### src/rtl/fir4_chan_sched_if.sv
// fir4_chan_sched_if: per-channel sample inputs and tagged result output of the FIR scheduler
interface fir4_chan_sched_if #(parameter int W = 16, parameter int NCH = 4);
  localparam int CW = $clog2(NCH);
  logic [NCH-1:0]   in_valid;
  logic [NCH-1:0]   in_ready;
  logic [NCH-1:0]   clr;
  logic [NCH*W-1:0] in_data;
  logic             out_valid;
  logic             out_ready;
  logic             out_warm;
  logic [W+1:0]     out_sum;
  logic [CW-1:0]    out_ch;
  modport master(output in_valid, in_data, clr, out_ready,
                 input  in_ready, out_valid, out_sum, out_ch, out_warm);
  modport slave (input  in_valid, in_data, clr, out_ready,
                 output in_ready, out_valid, out_sum, out_ch, out_warm);
endinterface

### src/rtl/fir4_chan_sched.sv
// fir4_chan_sched: round-robin shares one 4-tap moving-sum engine among NCH channels
module fir4_chan_sched #(
  parameter int W   = 16,
  parameter int NCH = 4
) (
  input logic             clk,
  input logic             reset,
  fir4_chan_sched_if.slave bus
);
  localparam int CW = $clog2(NCH);
  logic [W-1:0]  h0_q [NCH];
  logic [W-1:0]  h0_d [NCH];
  logic [W-1:0]  h1_q [NCH];
  logic [W-1:0]  h1_d [NCH];
  logic [W-1:0]  h2_q [NCH];
  logic [W-1:0]  h2_d [NCH];
  logic [1:0]    fc_q [NCH];
  logic [1:0]    fc_d [NCH];
  logic [CW-1:0] p_q, p_d, ch_q, ch_d, g;
  logic          any, acc, clr_g, valid_q, valid_d, warm_q, warm_d;
  logic [W+1:0]  sum, sum_q, sum_d;
  logic [W-1:0]  smp;
  // scan downward so the last hit is the first candidate at or after p
  always_comb begin
    g   = '0;
    any = 1'b0;
    for (int k = NCH - 1; k >= 0; k--)
      if (bus.in_valid[(int'(p_q) + k) % NCH]) begin
        g   = CW'((int'(p_q) + k) % NCH);
        any = 1'b1;
      end
  end
  assign acc          = any & (~valid_q | bus.out_ready);
  assign bus.in_ready = acc ? NCH'(1) << g : '0;
  assign smp          = bus.in_data[int'(g)*W +: W];
  assign clr_g        = bus.clr[g];
  assign sum          = {2'b0, smp} + (clr_g ? '0 : {2'b0, h0_q[g]} + {2'b0, h1_q[g]} + {2'b0, h2_q[g]});
  // clears land first so a same-cycle accept shifts into an empty history
  always_comb begin
    for (int i = 0; i < NCH; i++) begin
      h0_d[i] = bus.clr[i] ? '0 : h0_q[i];
      h1_d[i] = bus.clr[i] ? '0 : h1_q[i];
      h2_d[i] = bus.clr[i] ? '0 : h2_q[i];
      fc_d[i] = bus.clr[i] ? '0 : fc_q[i];
    end
    if (acc) begin
      h2_d[g] = h1_d[g];
      h1_d[g] = h0_d[g];
      h0_d[g] = smp;
      fc_d[g] = fc_d[g] == 2'd3 ? 2'd3 : fc_d[g] + 2'd1;
    end
    valid_d = acc | (valid_q & ~bus.out_ready);
    sum_d   = acc ? sum : sum_q;
    ch_d    = acc ? g : ch_q;
    warm_d  = acc ? (fc_q[g] == 2'd3) & ~clr_g : warm_q;
    p_d     = acc ? (int'(g) == NCH - 1 ? '0 : g + 1'b1) : p_q;
  end
  always_ff @(posedge clk) begin
    if (reset) begin
      h0_q    <= '{default: '0};
      h1_q    <= '{default: '0};
      h2_q    <= '{default: '0};
      fc_q    <= '{default: '0};
      p_q     <= '0;
      valid_q <= 1'b0;
      sum_q   <= '0;
      ch_q    <= '0;
      warm_q  <= 1'b0;
    end else begin
      h0_q    <= h0_d;
      h1_q    <= h1_d;
      h2_q    <= h2_d;
      fc_q    <= fc_d;
      p_q     <= p_d;
      valid_q <= valid_d;
      sum_q   <= sum_d;
      ch_q    <= ch_d;
      warm_q  <= warm_d;
    end
  end
  assign bus.out_valid = valid_q;
  assign bus.out_sum   = sum_q;
  assign bus.out_ch    = ch_q;
  assign bus.out_warm  = warm_q;
endmodule

### src/flat_wrapper.sv
// flat-port wrapper written by rule: the top's interface ports become plain ports
module fir4_chan_sched_flat 
#(
  parameter int W   = 16,
  parameter int NCH = 4
)
  (clk, reset, bus_in_valid, bus_in_data, bus_clr, bus_out_ready, bus_in_ready, bus_out_valid, bus_out_sum, bus_out_ch, bus_out_warm);
  fir4_chan_sched_if #(.W(W), .NCH(NCH)) bus_i ();
  input logic clk;
  input logic reset;
  input wire logic [$bits(bus_i.in_valid)-1:0] bus_in_valid;
  input wire logic [$bits(bus_i.in_data)-1:0] bus_in_data;
  input wire logic [$bits(bus_i.clr)-1:0] bus_clr;
  input wire logic [$bits(bus_i.out_ready)-1:0] bus_out_ready;
  output wire logic [$bits(bus_i.in_ready)-1:0] bus_in_ready;
  output wire logic [$bits(bus_i.out_valid)-1:0] bus_out_valid;
  output wire logic [$bits(bus_i.out_sum)-1:0] bus_out_sum;
  output wire logic [$bits(bus_i.out_ch)-1:0] bus_out_ch;
  output wire logic [$bits(bus_i.out_warm)-1:0] bus_out_warm;
  assign bus_i.in_valid = bus_in_valid;
  assign bus_i.in_data = bus_in_data;
  assign bus_i.clr = bus_clr;
  assign bus_i.out_ready = bus_out_ready;
  assign bus_in_ready = bus_i.in_ready;
  assign bus_out_valid = bus_i.out_valid;
  assign bus_out_sum = bus_i.out_sum;
  assign bus_out_ch = bus_i.out_ch;
  assign bus_out_warm = bus_i.out_warm;
  fir4_chan_sched #(.W(W), .NCH(NCH)) u_core (.clk(clk), .reset(reset), .bus(bus_i));
endmodule
### config.mk
export PLATFORM = sky130hd
export DESIGN_NAME = fir4_chan_sched_flat
export DESIGN_NICKNAME = d
export VERILOG_FILES = /design/src/rtl/fir4_chan_sched_if.sv /design/src/rtl/fir4_chan_sched.sv /design/src/flat_wrapper.sv
export SDC_FILE = /design/constraint.sdc
export NUM_CORES = 1
export LEC_CHECK = 0
export ABC_AREA = 1
export CORE_MARGIN = 1.5
export CORE_UTILIZATION = 27
export DETAILED_ROUTE_END_ITERATION = 7
export DONT_BUFFER_PORTS = 1
export MAX_ROUTING_LAYER = met4
export PLACE_DENSITY = 0.43
export SETUP_SLACK_MARGIN = 0.3
export SYNTH_ARGS = -nofsm -noshare
export SYNTH_HDL_FRONTEND = slang
export SYNTH_SLANG_ARGS = --single-unit
### constraint.sdc
create_clock -name clk -period 6.1 [get_ports clk]
set_input_delay 0.61 -clock clk [delete_from_list [all_inputs] [get_ports clk]]
set_output_delay 0.61 -clock clk [all_outputs]
set_load 0.01 [all_outputs]
==> impl_metrics.json <==
{
  "finalHoldViolCount": 0,
  "fin_nets": 2435,
  "insertion_delay_ns": 0.59,
  "grt_max_degree": 199,
  "cap_violations": 0,
  "synth-edff-count": 0,
  "hpwlAfterDp_um": 34070,
  "dieArea_um2": 55390,
  "layout-drive-gt1-share": 0.1632,
  "worstPathMaxFanout": 8,
  "yosys.cell_types.count": 46,
  "clock_sinks": 224,
  "status": "finished, final reports clean",
  "final_cell_area_um2": 17810,
  "worst_slack_ns": 0.3898,
  "grt_usage": 0.1936,
  "synthCells": 2266,
  "grt_pass1_wl_um": 82030,
  "rsz0062_at_grt": "true",
  "synth_flop_cell": "dfxtp_1",
  "io_pins": 101,
  "fin_crit_ns": 5.710,
  "fin_crit_sh": 0.9361,
  "clock_skew_ns": 0.02836,
  "synthToLayoutAreaGrowth_pct": 22.17,
  "routabilityCongestion": 0.9238,
  "cts.clk_slew.worst_paths_ns": 0.06,
  "tightestPinTransition_ns": 1.097,
  "setup_violations": 0,
  "numPortBuffers": 0,
  "initialDrtViolationCount": 945,
  "dr.pass1.iters": 5,
  "cts_tree": "done",
  "max_freq_mhz": 175.1,
  "core-area_um2": 52970,
  "antenna_left": 0,
  "multi_input_area_um2": 8830,
  "setup.worst_path.class": "flip-flop to flip-flop",
  "via_per_inst": 4.958,
  "vias": 14930,
  "regArea_um2": 4489,
  "start_util": 0.2752,
  "syn-num-nets": 2398,
  "cp_slowest_cell": "dfxtp_4",
  "synth-seq-cells": 224,
  "place_ws_ns": -0.04270,
  "yosysWarnings": 0,
  "startpoint_type": "flip-flop",
  "n_antenna_cell": 0,
  "slew_viol_final": 0,
  "fillers": 5843,
  "cts_buffers": 28,
  "wl_um": 54020,
  "clk_path_buf_depth": 3,
  "die_w_um": 235.4,
  "avgSynthCellArea_um2": 6.433,
  "drc": 0,
  "relSlewSlack": 0.2684,
  "rows": 84,
  "ctsHtreeMaxLevel": 1,
  "critPathArrivalTime_ns": 6.18,
  "antenna_found_initial": 1,
  "grt_overflow_total": 0,
  "wl_per_cell_um": 17.94,
  "cts_root_buffer": "clkbuf_16",
  "async_flop_share": 0,
  "crit_required_ns": 6.57,
  "yosysSeqAreaShare": 0.3076,
  "grt_pass1_vias": 13990,
  "critical_path_buf_inv_count": 10,
  "post_dp_cell_area_um2": 15790,
  "max_stage_delay_ns": 0.36,
  "cp-end-kind": "flip-flop",
  "synth_area_um2": 14580,
  "fp.dieH_um": 235.4,
  "worst_hold_path_type": "primary input to flip-flop",
  "path_delay_family": "compound AO/OA/AOI/OAI gates"
}
[layout make-up]
| cell class | instances | share of cell area |
|---|---|---|
| repair buffers | 164 | 0.08740 |
| clock inverters | 11 | 0.006885 |
| flip-flops and latches | 224 | 0.2521 |
| multi-input cells | 1584 | 0.4958 |
| inverters | 301 | 0.06443 |
| well taps | 688 | 0.04834 |
| clock buffers | 39 | 0.04504 |
[cells in the mapped netlist, types with 4 or more instances]
cell type | n | area [µm²]
nand2_1 | 570 | 2140
inv_1 | 293 | 1100
a21oi_1 | 292 | 1461
dfxtp_1 | 224 | 4484
o21ai_0 | 194 | 970.9
nor2_1 | 109 | 409.1
clkbuf_1 | 85 | 319.1
nand3_1 | 83 | 415.4
o21ai_1 | 83 | 415.4
ha_1 | 54 | 675.7
buf_2 | 35 | 175.2
a32o_1 | 29 | 290.3
o22ai_1 | 29 | 181.4
xor2_1 | 24 | 210.2
o22ai_2 | 18 | 225.2
o32ai_1 | 15 | 131.4
buf_4 | 14 | 105.1
buf_6 | 12 | 135.1
xnor2_1 | 11 | 96.34
a31oi_1 | 10 | 62.56
buf_1 | 10 | 37.54
o21bai_1 | 10 | 75.07
or2_0 | 9 | 56.30
or2_1 | 6 | 37.54
a21o_1 | 5 | 37.54
nand4_1 | 5 | 31.28
nor3_1 | 5 | 25.02
o211ai_1 | 5 | 37.54
inv_2 | 4 | 15.01
[cell usage in the layout (no fill, tap or decap), types with 30 or more instances in the layout]
master and count:
nand2_1 538, inv_1 279, a21oi_1 263, dfxtp_1 222, o21ai_0 178, buf_4 138, nor2_1 101, o21ai_1 91
nand3_1 76, ha_1 41, clkbuf_16 30
[worst paths after layout]
path                   startpoint  slack, ns  cells after the start                     end
hold / removal              reset       0.21                      3         u_core.h1_q[44]
setup / recovery    u_core.p_q[0]       0.39                     41  u_core.bus.out_sum[16]
hold reg to reg   u_core.h2_q[63]       0.53                      4         u_core.h2_q[63]
setup reg to reg    u_core.p_q[0]       0.39                     41  u_core.bus.out_sum[16]
[logic make-up (layout without fill, tap and decap cells)]
kind of cell / after synthesis / in the layout / share of synthesized area
compound gates: 697 / 697 / 0.2719
xor+xnor: 35 / 35 / 0.02103
fa+ha+maj: 57 / 57 / 0.05047
buf+inv: 458 / 515 / 0.1310
flops: 224 / 224 / 0.3076
simple gates: 795 / 795 / 0.2179
[what timing repair did]
item | CTS | global route
hold buffers | 0 | 0
pin swaps | 12 | 76
endpoints found under the setup margin | 4 | 10
gates resized for setup | 34 | 146
endpoints found under the hold margin | 0 | 0
cloned | 4 | 2
buffers inserted | 7 | 18
[metrics by stage]
stage               cells  setup TNS, ns  hold slack [ns]    util
global route         3011              0           0.1534  0.3362
floorplan            2266              0           0.4900       -
finish               3011              0           0.2085  0.3362
global placement     2930              0           0.5168  0.2981
CTS                  2991              0           0.1588  0.3217
detailed placement   2930       -0.08456           0.5197  0.2981
[tightest hold or removal path: stages]
cell,delay [ns]
a21oi_1,0.03
o21ai_0,0.06
inv_1,0.04
[sequential cells by signal, indices dropped and copies added (netlist names)]
signal / flops
u_core.h0_q: 64
u_core.h1_q: 64
u_core.h2_q: 64
u_core.bus.out_sum: 18
u_core.fc_q: 8
u_core.bus.out_ch: 2
u_core.p_q: 2
u_core.bus.out_valid: 1
u_core.bus.out_warm: 1
[per-layer routing]
layer / GRT usage / part of all wire
met5: - / 0
met4: 0.07410 / 0.037
met3: 0.02427 / 0.052
met2: 0.3155 / 0.46
met1: 0.2440 / 0.45
Power is not shown: default switching activity piles up to over one toggle a cycle in this logic, so the estimate is an artifact.
